## src/rtl/bin2bcd_serial.sv

```systemverilog
// rtl/bin2bcd_serial.sv - serial double-dabble binary to BCD converter with saturation
//
// Purpose:
//   Converts an unsigned DIN_W-bit operand into DIGITS packed BCD digits.
//   It performs one shift-add-3 iteration per clock, MSB first. A conversion
//   takes DIN_W cycles from the edge that accepts start to the edge that raises
//   done. Operands larger than 10^DIGITS-1 saturate to all nines and set ovf.
//
// Ports:
//   clk    in   1          rising-edge clock
//   rst    in   1          synchronous active-high reset
//   start  in   1          conversion request, level-sampled while idle
//   din    in   DIN_W      unsigned operand, captured with an accepted start
//   busy   out  1          conversion in progress
//   done   out  1          one-cycle pulse when bcd/ovf/ndig are updated
//   bcd    out  4*DIGITS   last result, digit 0 (units) in bits [3:0]
//   ovf    out  1          last result was saturated
//   ndig   out  4          significant digit count of last result (1..DIGITS)

module bin2bcd_serial #(
  parameter int DIN_W  = 8,
  parameter int DIGITS = 3
) (
  input  logic                  clk,
  input  logic                  rst,
  input  logic                  start,
  input  logic [DIN_W-1:0]      din,
  output logic                  busy,
  output logic                  done,
  output logic [4*DIGITS-1:0]   bcd,
  output logic                  ovf,
  output logic [3:0]            ndig
);

  localparam int BCD_W = 4 * DIGITS;
  localparam int CNT_W = $clog2(DIN_W + 1);

  // Largest representable value, 10^DIGITS-1. This is held in 64 bits because
  // 10^10-1 does not fit in 32.
  function automatic logic [63:0] bcd_limit(input int d);
    logic [63:0] p;
    p = 64'd1;
    for (int i = 0; i < d; i++) begin
      p = p * 64'd10;
    end
    return p - 64'd1;
  endfunction

  localparam logic [63:0] LIMIT = bcd_limit(DIGITS);

  // Index of the highest nonzero digit plus one. A zero value reports 1.
  function automatic logic [3:0] count_digits(input logic [BCD_W-1:0] v);
    logic [3:0] n;
    n = 4'd1;
    for (int i = 0; i < DIGITS; i++) begin
      if (v[4*i +: 4] != 4'd0) begin
        n = 4'(i + 1);
      end
    end
    return n;
  endfunction

  typedef enum logic {IDLE, CONV} state_t;

  state_t             state, state_nxt;
  logic [DIN_W-1:0]   sh_q;
  logic [BCD_W-1:0]   acc_q;
  logic [CNT_W-1:0]   cnt_q;
  logic               sat_q;

  logic               accept;
  logic               last_iter;
  logic [BCD_W-1:0]   acc_adj;
  logic [BCD_W-1:0]   acc_nxt;
  logic [BCD_W-1:0]   result;

  // State register
  always_ff @(posedge clk) begin
    if (rst) begin
      state <= IDLE;
    end else begin
      state <= state_nxt;
    end
  end

  // Next-state logic
  always_comb begin
    state_nxt = state;
    case (state)
      IDLE:    if (start) state_nxt = CONV;
      CONV:    if (cnt_q == CNT_W'(DIN_W - 1)) state_nxt = IDLE;
      default: state_nxt = IDLE;
    endcase
  end

  // State-decoded outputs and controls
  always_comb begin
    busy      = (state == CONV);
    accept    = (state == IDLE) && start;
    last_iter = (state == CONV) && (cnt_q == CNT_W'(DIN_W - 1));
  end

  // One double-dabble step. Each digit of 5 or more is corrected by +3, then
  // the whole register shifts left and takes in the next operand MSB.
  always_comb begin
    acc_adj = acc_q;
    for (int i = 0; i < DIGITS; i++) begin
      if (acc_q[4*i +: 4] >= 4'd5) begin
        acc_adj[4*i +: 4] = acc_q[4*i +: 4] + 4'd3;
      end
    end
    acc_nxt = (acc_adj << 1) | BCD_W'(sh_q[DIN_W-1]);
    // If the operand was out of range, the accumulator has overflowed and its
    // contents are meaningless. Saturation replaces it outright.
    result  = sat_q ? {DIGITS{4'h9}} : acc_nxt;
  end

  // Datapath and result registers. bcd/ovf/ndig change only on completion, so
  // intermediate shift contents are never visible.
  always_ff @(posedge clk) begin
    if (rst) begin
      sh_q  <= '0;
      acc_q <= '0;
      cnt_q <= '0;
      sat_q <= 1'b0;
      done  <= 1'b0;
      bcd   <= '0;
      ovf   <= 1'b0;
      ndig  <= 4'd1;
    end else begin
      done <= 1'b0;
      if (accept) begin
        sh_q  <= din;
        acc_q <= '0;
        cnt_q <= '0;
        sat_q <= 64'(din) > LIMIT;
      end else if (state == CONV) begin
        sh_q  <= sh_q << 1;
        acc_q <= acc_nxt;
        cnt_q <= cnt_q + 1'b1;
        if (last_iter) begin
          bcd  <= result;
          ovf  <= sat_q;
          ndig <= count_digits(result);
          done <= 1'b1;
        end
      end
    end
  end

endmodule

```

## config.mk

```make
export PLATFORM = sky130hd
export DESIGN_NAME = bin2bcd_serial
export DESIGN_NICKNAME = d
export VERILOG_FILES = /design/src/rtl/bin2bcd_serial.sv
export SDC_FILE = /design/constraint.sdc
export NUM_CORES = 1
export LEC_CHECK = 0
export CORE_ASPECT_RATIO = 0.8
export CORE_MARGIN = 1.5
export CORE_UTILIZATION = 44
export CTS_BUF_LIST = sky130_fd_sc_hd__clkbuf_2
export CTS_CLUSTER_DIAMETER = 120
export CTS_CLUSTER_SIZE = 28
export DETAILED_ROUTE_END_ITERATION = 10
export DONT_BUFFER_PORTS = 1
export GPL_TIMING_DRIVEN = 0
export PLACE_DENSITY_LB_ADDON = 0.1
export SYNTH_ARGS = -nofsm -noshare
export SYNTH_HDL_FRONTEND = slang
export SYNTH_SLANG_ARGS = --single-unit
```

## constraint.sdc

```tcl
create_clock -name clk -period 1.75 [get_ports clk]
set_input_delay 0.0875 -clock clk [delete_from_list [all_inputs] [get_ports clk]]
set_output_delay 0.0875 -clock clk [all_outputs]
set_load 0.005 [all_outputs]
```

== Word-level counts from Yosys, hierarchy flattened ==
Index checks and enable logic that the tools add are counted.
W data, S select, Z words.
Storage, ports and cells
  input port bits: 11
  flip-flop bits (word level): 42
Cells by class
  magnitude comparators: 3
  add/subtract/negate cells: 4
  mux-type cells: 11
  reduce and logical (&&, ||, !) cells: 8
  eq/ne operators: 1
  bitwise logic cells: 3
Operators by type and width (count)
  $mux W8: 2
  $ge A4 B3 Y1 const B: 3
  $mux W4: 3
  $or A12 B1 Y12: 1
  $add A4 B2 Y4 const B: 2
  $reduce_bool A4 Y1: 2
  $add A4 B1 Y4 const B: 1
  $eq A4 B3 Y1 const B: 1
  $add A3 B2 Y3 const B: 1
  $mux W1: 3
  $mux W3: 1
  $reduce_and A3 Y1: 1
  $reduce_or A3 Y1: 1
  $logic_and A1 B1 Y1: 2
  $mux W2: 1
  $not A1 Y1: 2
  $pmux W1 S2: 1
  $reduce_bool A2 Y1: 1
  $reduce_or A2 Y1: 1

== Longest topological paths before layout ==
  depth after elaboration: 6
  gate-level depth with buffers: 7
  gate-level depth less buffers: 7

== Worst setup path after synthesis ==
Ideal clock, no wire load.
  kind: reg2reg
  start: reg acc_q[8]
  end: reg ndig[1]
  clock period less this slack: 1.527 ns
  slack: 0.223 ns
  arrival time: 1.387 ns
  data required time: 1.610 ns
  cell stages (with the launch flop): 8
  library setup time: 0.140 ns
  cell sequence: dfxtp_1 inv_1 ha_1 nand2b_2 a21oi_4 mux2i_1 and3_4 a41oi_2
Between the ends
  cells in the longest elaborated chain, start to end: 5
RTL lines
  start: declaration: RTL line 67  | logic [BCD_W-1:0] acc_q;
  start signal: assignment: RTL line 139  | acc_q <= acc_nxt;
  $ge A4 B3 Y1 / $add A3 B2 Y3 (equally long branches): RTL line 108, 109
  $mux W3 (*): RTL line 108  | if (acc_q[4*i +: 4] >= 4'd5) begin
  $or A12 B1 Y12 (*): RTL line 112  | acc_nxt = (acc_adj << 1) | BCD_W'(sh_q[DIN_W-1]);
  $reduce_bool A4 Y1 (*): RTL line 56  | if (v[4*i +: 4] != 4'd0) begin
  $mux W4 (*): RTL line 56
  end signal: assignment: RTL line 144  | ndig <= count_digits(result);
  end: declaration: RTL line 32  | output logic [3:0] ndig
Mark *: on every way between the ends. The rest lies on a longest branch, timed or not.
A chain may end at the register's enable or synchronous reset.

== Final worst setup path ==
  start: reg acc_q[5]
  end: reg ndig[0]
Between the ends
  cells in the longest elaborated chain, start to end: 6
RTL lines (RTL line)
  $add A4 B2 Y4 / $ge A4 B3 Y1 (equally long branches): 109, 108
  $mux W4 (*): 108
  $or A12 B1 Y12 (*): 112
  $reduce_bool A4 Y1: 56
  $mux W2: 56
  $mux W4 (*): 56
Marked as above.

==> impl_metrics.ini <==
[worst_setup_path]
worst-path-max-fanout = 5
timing_worst_setup_path_type = reg -> reg
timing.critical_path.arrival_ns = 2.02
worst_path_max_delay_cell = sky130_fd_sc_hd__dfxtp_1
ordered_list_of_cells_on_the_worst_path = inv_1 -> ha_1 -> nand2b_1 -> a21oi_4 -> mux2i_2 -> a31oi_1 -> o21ai_1
regToRegEndpoint = ndig[0]
worstRegToRegCells = 7
required_ns = 2.09
critical_path.reg2reg.startpoint = acc_q[5]
rrSetupSlack_ns = 0.08
cp-start-kind = flop
worst_path_largest_cell_delay_ns = 0.36
endpoint_kind = flop

[route]
routed_wire_length_per_instance_um = 14.2
dr.pass1.iters = 4
drt_first_iter_violations = 82
vias = 1493
drc_errors = 0
post_drt_via_cell_ratio = 5.11
wirelength_um = 4130
antenna_left = 0

[sta]
hold_worst_slack_ns = 0.0211
achievable-frequency_ghz = 0.598
slew_headroom = 0.641
slew_viol_final = 0
period_share = 0.956
report.final.setup_viol = 0
report.final.hold_viol_count = 0
timing.final.crit_period_ns = 1.67
timing_worst_slew_pin_value_ns = 0.538
grt_setup_unrepaired = true
finClkSkew_ns = 0.0165

[cts]
ctsLongestPathBuffers = 2
clk_latency_ns = 0.40
cts_tree = built
maximum_level_of_the_cts_h_tree = 2
clk_pin_slew_ns = 0.21
cts.sink_count = 40
cts-buffers-inserted = 5
clk_root_buffer_cell = sky130_fd_sc_hd__clkbuf_2

[grt]
track_usage = 0.183
globalRouteOverflowTotal = 0
wire_length_of_the_first_global_routing_pass_um = 6440
grt_pass1_vias = 1348
antenna_found_initial = 0
grt_start_max_net_pins = 13

[synth]
yosysSeqAreaShare = 0.427
synthCells = 213
yosys.cell_types.count = 33
syn-cell-area_um2 = 1870
synth_seq_cells = 40
ys.warnings.count = 0
syn_area_cell_um2 = 8.80

[floorplan]
chipHeight_um = 61.4
ios = 30
floorplan.die_area_um2 = 4660
coreArea_um2 = 4130
start_util = 0.454
placement_rows = 21
floorplan.die.width_um = 76.0

[power]
power-per-cell-area_nw_per_um2 = 703
combinationalPowerShare = 0.108
power.net_switching_mw = 0.420
clkPwrFrac = 0.265
leakage_nw = 0.865
power_share_of_the_sequential_group = 0.627
net_sw_frac = 0.278
intPower_mw = 1.09
peak_supply_drop_v = 0.000258

[min_path]
whs_path_depth = 2
worstHoldStart = rst
timing.hold.worst.class = in -> reg
worstHoldEndpoint = bcd[11]

[place]
cell_area_reported_after_detailed_placement_um2 = 1950
placement.io_buffers = 0
routability_cong = 0.784
hpwl_um = 2880
placedCellCount = 272

[run_status]
outcome = complete, no violations

[layout]
fin_area_um2 = 2150
layout_commonest_cell = sky130_fd_sc_hd__dfxtp_1
final_layout_size_suffix_gt1_frac = 0.162
antenna_cells_inserted = 0
most-common-layout-cells = sky130_fd_sc_hd__dfxtp_1 (37), sky130_fd_sc_hd__nor2_1 (36), sky130_fd_sc_hd__nand2_1 (22), sky130_fd_sc_hd__a21oi_1 (20), sky130_fd_sc_hd__mux2i_1 (19)
stdcell_count = 292
areaGrowthSynthToFinish_pct = 14.9
fin_nets = 252

[run]
max_cap_violations = 0
## power by group through the flow
stage,Clock (mW),Sequential (mW),Combinational [mW]
finish,0.401,0.948,0.164
global route,0.454,0.952,0.181
CTS,0.414,0.947,0.157
detailed placement,0,0.965,0.141
global placement,0,0.964,0.138
floorplan,0,0.961,0.114
## cell type report
| class | instances | area (µm²) |
|---|---|---|
| buffer | 14 | 76.3 |
| clock buffer | 5 | 25.0 |
| clock inverter | 3 | 13.8 |
| fill | 423 | 1970 |
| inverter | 7 | 26.3 |
| multi-input combinational | 154 | 1030 |
| sequential | 40 | 805 |
| tap | 57 | 71.3 |
| timing repair buffer | 12 | 110 |
## repair_timing
action                                 4_1_cts  5_1_grt
setup endpoints to repair                    0        6
gates resized for setup                      0       12
endpoints found under the hold margin        8        0
setup buffers                                0        4
hold buffers                                 8        0
## kinds of logic (layout without fill, tap and decap cells)
kind of cell / after synthesis / count (layout) / synth area share
compound gates: 41 / 41 / 0.139
xor+xnor: 6 / 6 / 0.0280
fa+ha+maj: 7 / 7 / 0.0467
buf+inv: 21 / 41 / 0.0547
flops: 40 / 40 / 0.427
mux: 21 / 21 / 0.112
other cells: 1 / 3 / 0.00200
simple gates: 76 / 76 / 0.190
## worst max-delay path by stage
stage	slack [ns]	cells after the start	endpoint	startpoint
global placement	0.09	7	ndig[1]	acc_q[4]
global route	-0.02	7	acc_q[2]	acc_q[1]
detailed placement	0.05	7	ndig[0]	acc_q[4]
floorplan	0.22	7	ndig[1]	acc_q[8]
finish	0.08	7	ndig[0]	acc_q[5]
CTS	0.01	7	ndig[0]	acc_q[4]
## worst max-delay path: cells and delay by family (launching register included)
kind | cells | cell delay (ns)
simple gates | 1 | 0.13
mux | 1 | 0.30
buf+inv | 1 | 0.12
fa+ha+maj | 1 | 0.25
compound gates | 3 | 0.46
flops | 1 | 0.36
## per-layer routing
| layer | vias up | share of wire | track usage |
|---|---|---|---|
| met5 | - | 0 | 0 |
| met1 | 706 | 0.47 | 0.219 |
| met4 | 0 | 0.011 | 0.0820 |
| li1 | 756 | - | - |
| met2 | 26 | 0.49 | 0.314 |
| met3 | 5 | 0.033 | 0.0563 |
## synth_stat cells
| library cell | n | area (µm²) |
|---|---|---|
| sky130_fd_sc_hd__dfxtp_1 | 40 | 801 |
| sky130_fd_sc_hd__nor2_1 | 36 | 135 |
| sky130_fd_sc_hd__a21oi_1 | 22 | 110 |
| sky130_fd_sc_hd__nand2_1 | 22 | 82.6 |
| sky130_fd_sc_hd__mux2i_1 | 21 | 210 |
| sky130_fd_sc_hd__buf_2 | 7 | 35.0 |
| sky130_fd_sc_hd__ha_1 | 7 | 87.6 |
| sky130_fd_sc_hd__inv_1 | 7 | 26.3 |
| sky130_fd_sc_hd__a211oi_1 | 6 | 45.0 |
| sky130_fd_sc_hd__o21ai_0 | 5 | 25.0 |
| sky130_fd_sc_hd__buf_4 | 4 | 30.0 |
| sky130_fd_sc_hd__nor3b_1 | 4 | 30.0 |
| sky130_fd_sc_hd__xnor2_1 | 4 | 35.0 |
| sky130_fd_sc_hd__clkbuf_1 | 3 | 11.3 |
| sky130_fd_sc_hd__nand3_1 | 3 | 15.0 |
| sky130_fd_sc_hd__nor3_1 | 3 | 15.0 |
| sky130_fd_sc_hd__nand2b_1 | 2 | 12.5 |
| sky130_fd_sc_hd__xor2_1 | 2 | 17.5 |
| sky130_fd_sc_hd__a211oi_2 | 1 | 12.5 |
| sky130_fd_sc_hd__a21o_1 | 1 | 7.51 |
| sky130_fd_sc_hd__a21oi_2 | 1 | 8.76 |
| sky130_fd_sc_hd__a21oi_4 | 1 | 16.3 |
| sky130_fd_sc_hd__a31oi_1 | 1 | 6.26 |
| sky130_fd_sc_hd__a41oi_2 | 1 | 16.3 |
| sky130_fd_sc_hd__and3_4 | 1 | 11.3 |
| sky130_fd_sc_hd__and4b_1 | 1 | 10.0 |
| sky130_fd_sc_hd__conb_1 | 1 | 3.75 |
| sky130_fd_sc_hd__nand2b_2 | 1 | 8.76 |
| sky130_fd_sc_hd__nand4_1 | 1 | 6.26 |
| sky130_fd_sc_hd__nand4b_4 | 1 | 23.8 |
| sky130_fd_sc_hd__nor2b_1 | 1 | 6.26 |
| sky130_fd_sc_hd__o21ai_1 | 1 | 5.00 |
| sky130_fd_sc_hd__o21bai_1 | 1 | 7.51 |
## state kept, by name (all words and copies together), names as in the netlist
signal,count
acc_q,12
bcd,12
busy,1
cnt_q,4
done,1
ndig,2
sh_q,8
## metrics by stage
| stage | utilization | worst slack, ns | total power, mW | setup TNS, ns |
|---|---|---|---|---|
| 2_1_floorplan | - | 0.223 | 1.08 | 0 |
| 3_3_place_gp | 0.473 | 0.0881 | 1.10 | 0 |
| 3_5_place_dp | 0.473 | 0.0471 | 1.11 | 0 |
| 4_1_cts | 0.502 | 0.0123 | 1.52 | 0 |
| 5_1_grt | 0.522 | -0.0212 | 1.59 | -0.0372 |
| 6_report | 0.522 | 0.0770 | 1.51 | 0 |
Note: power is estimated with default switching activity, not from simulation.
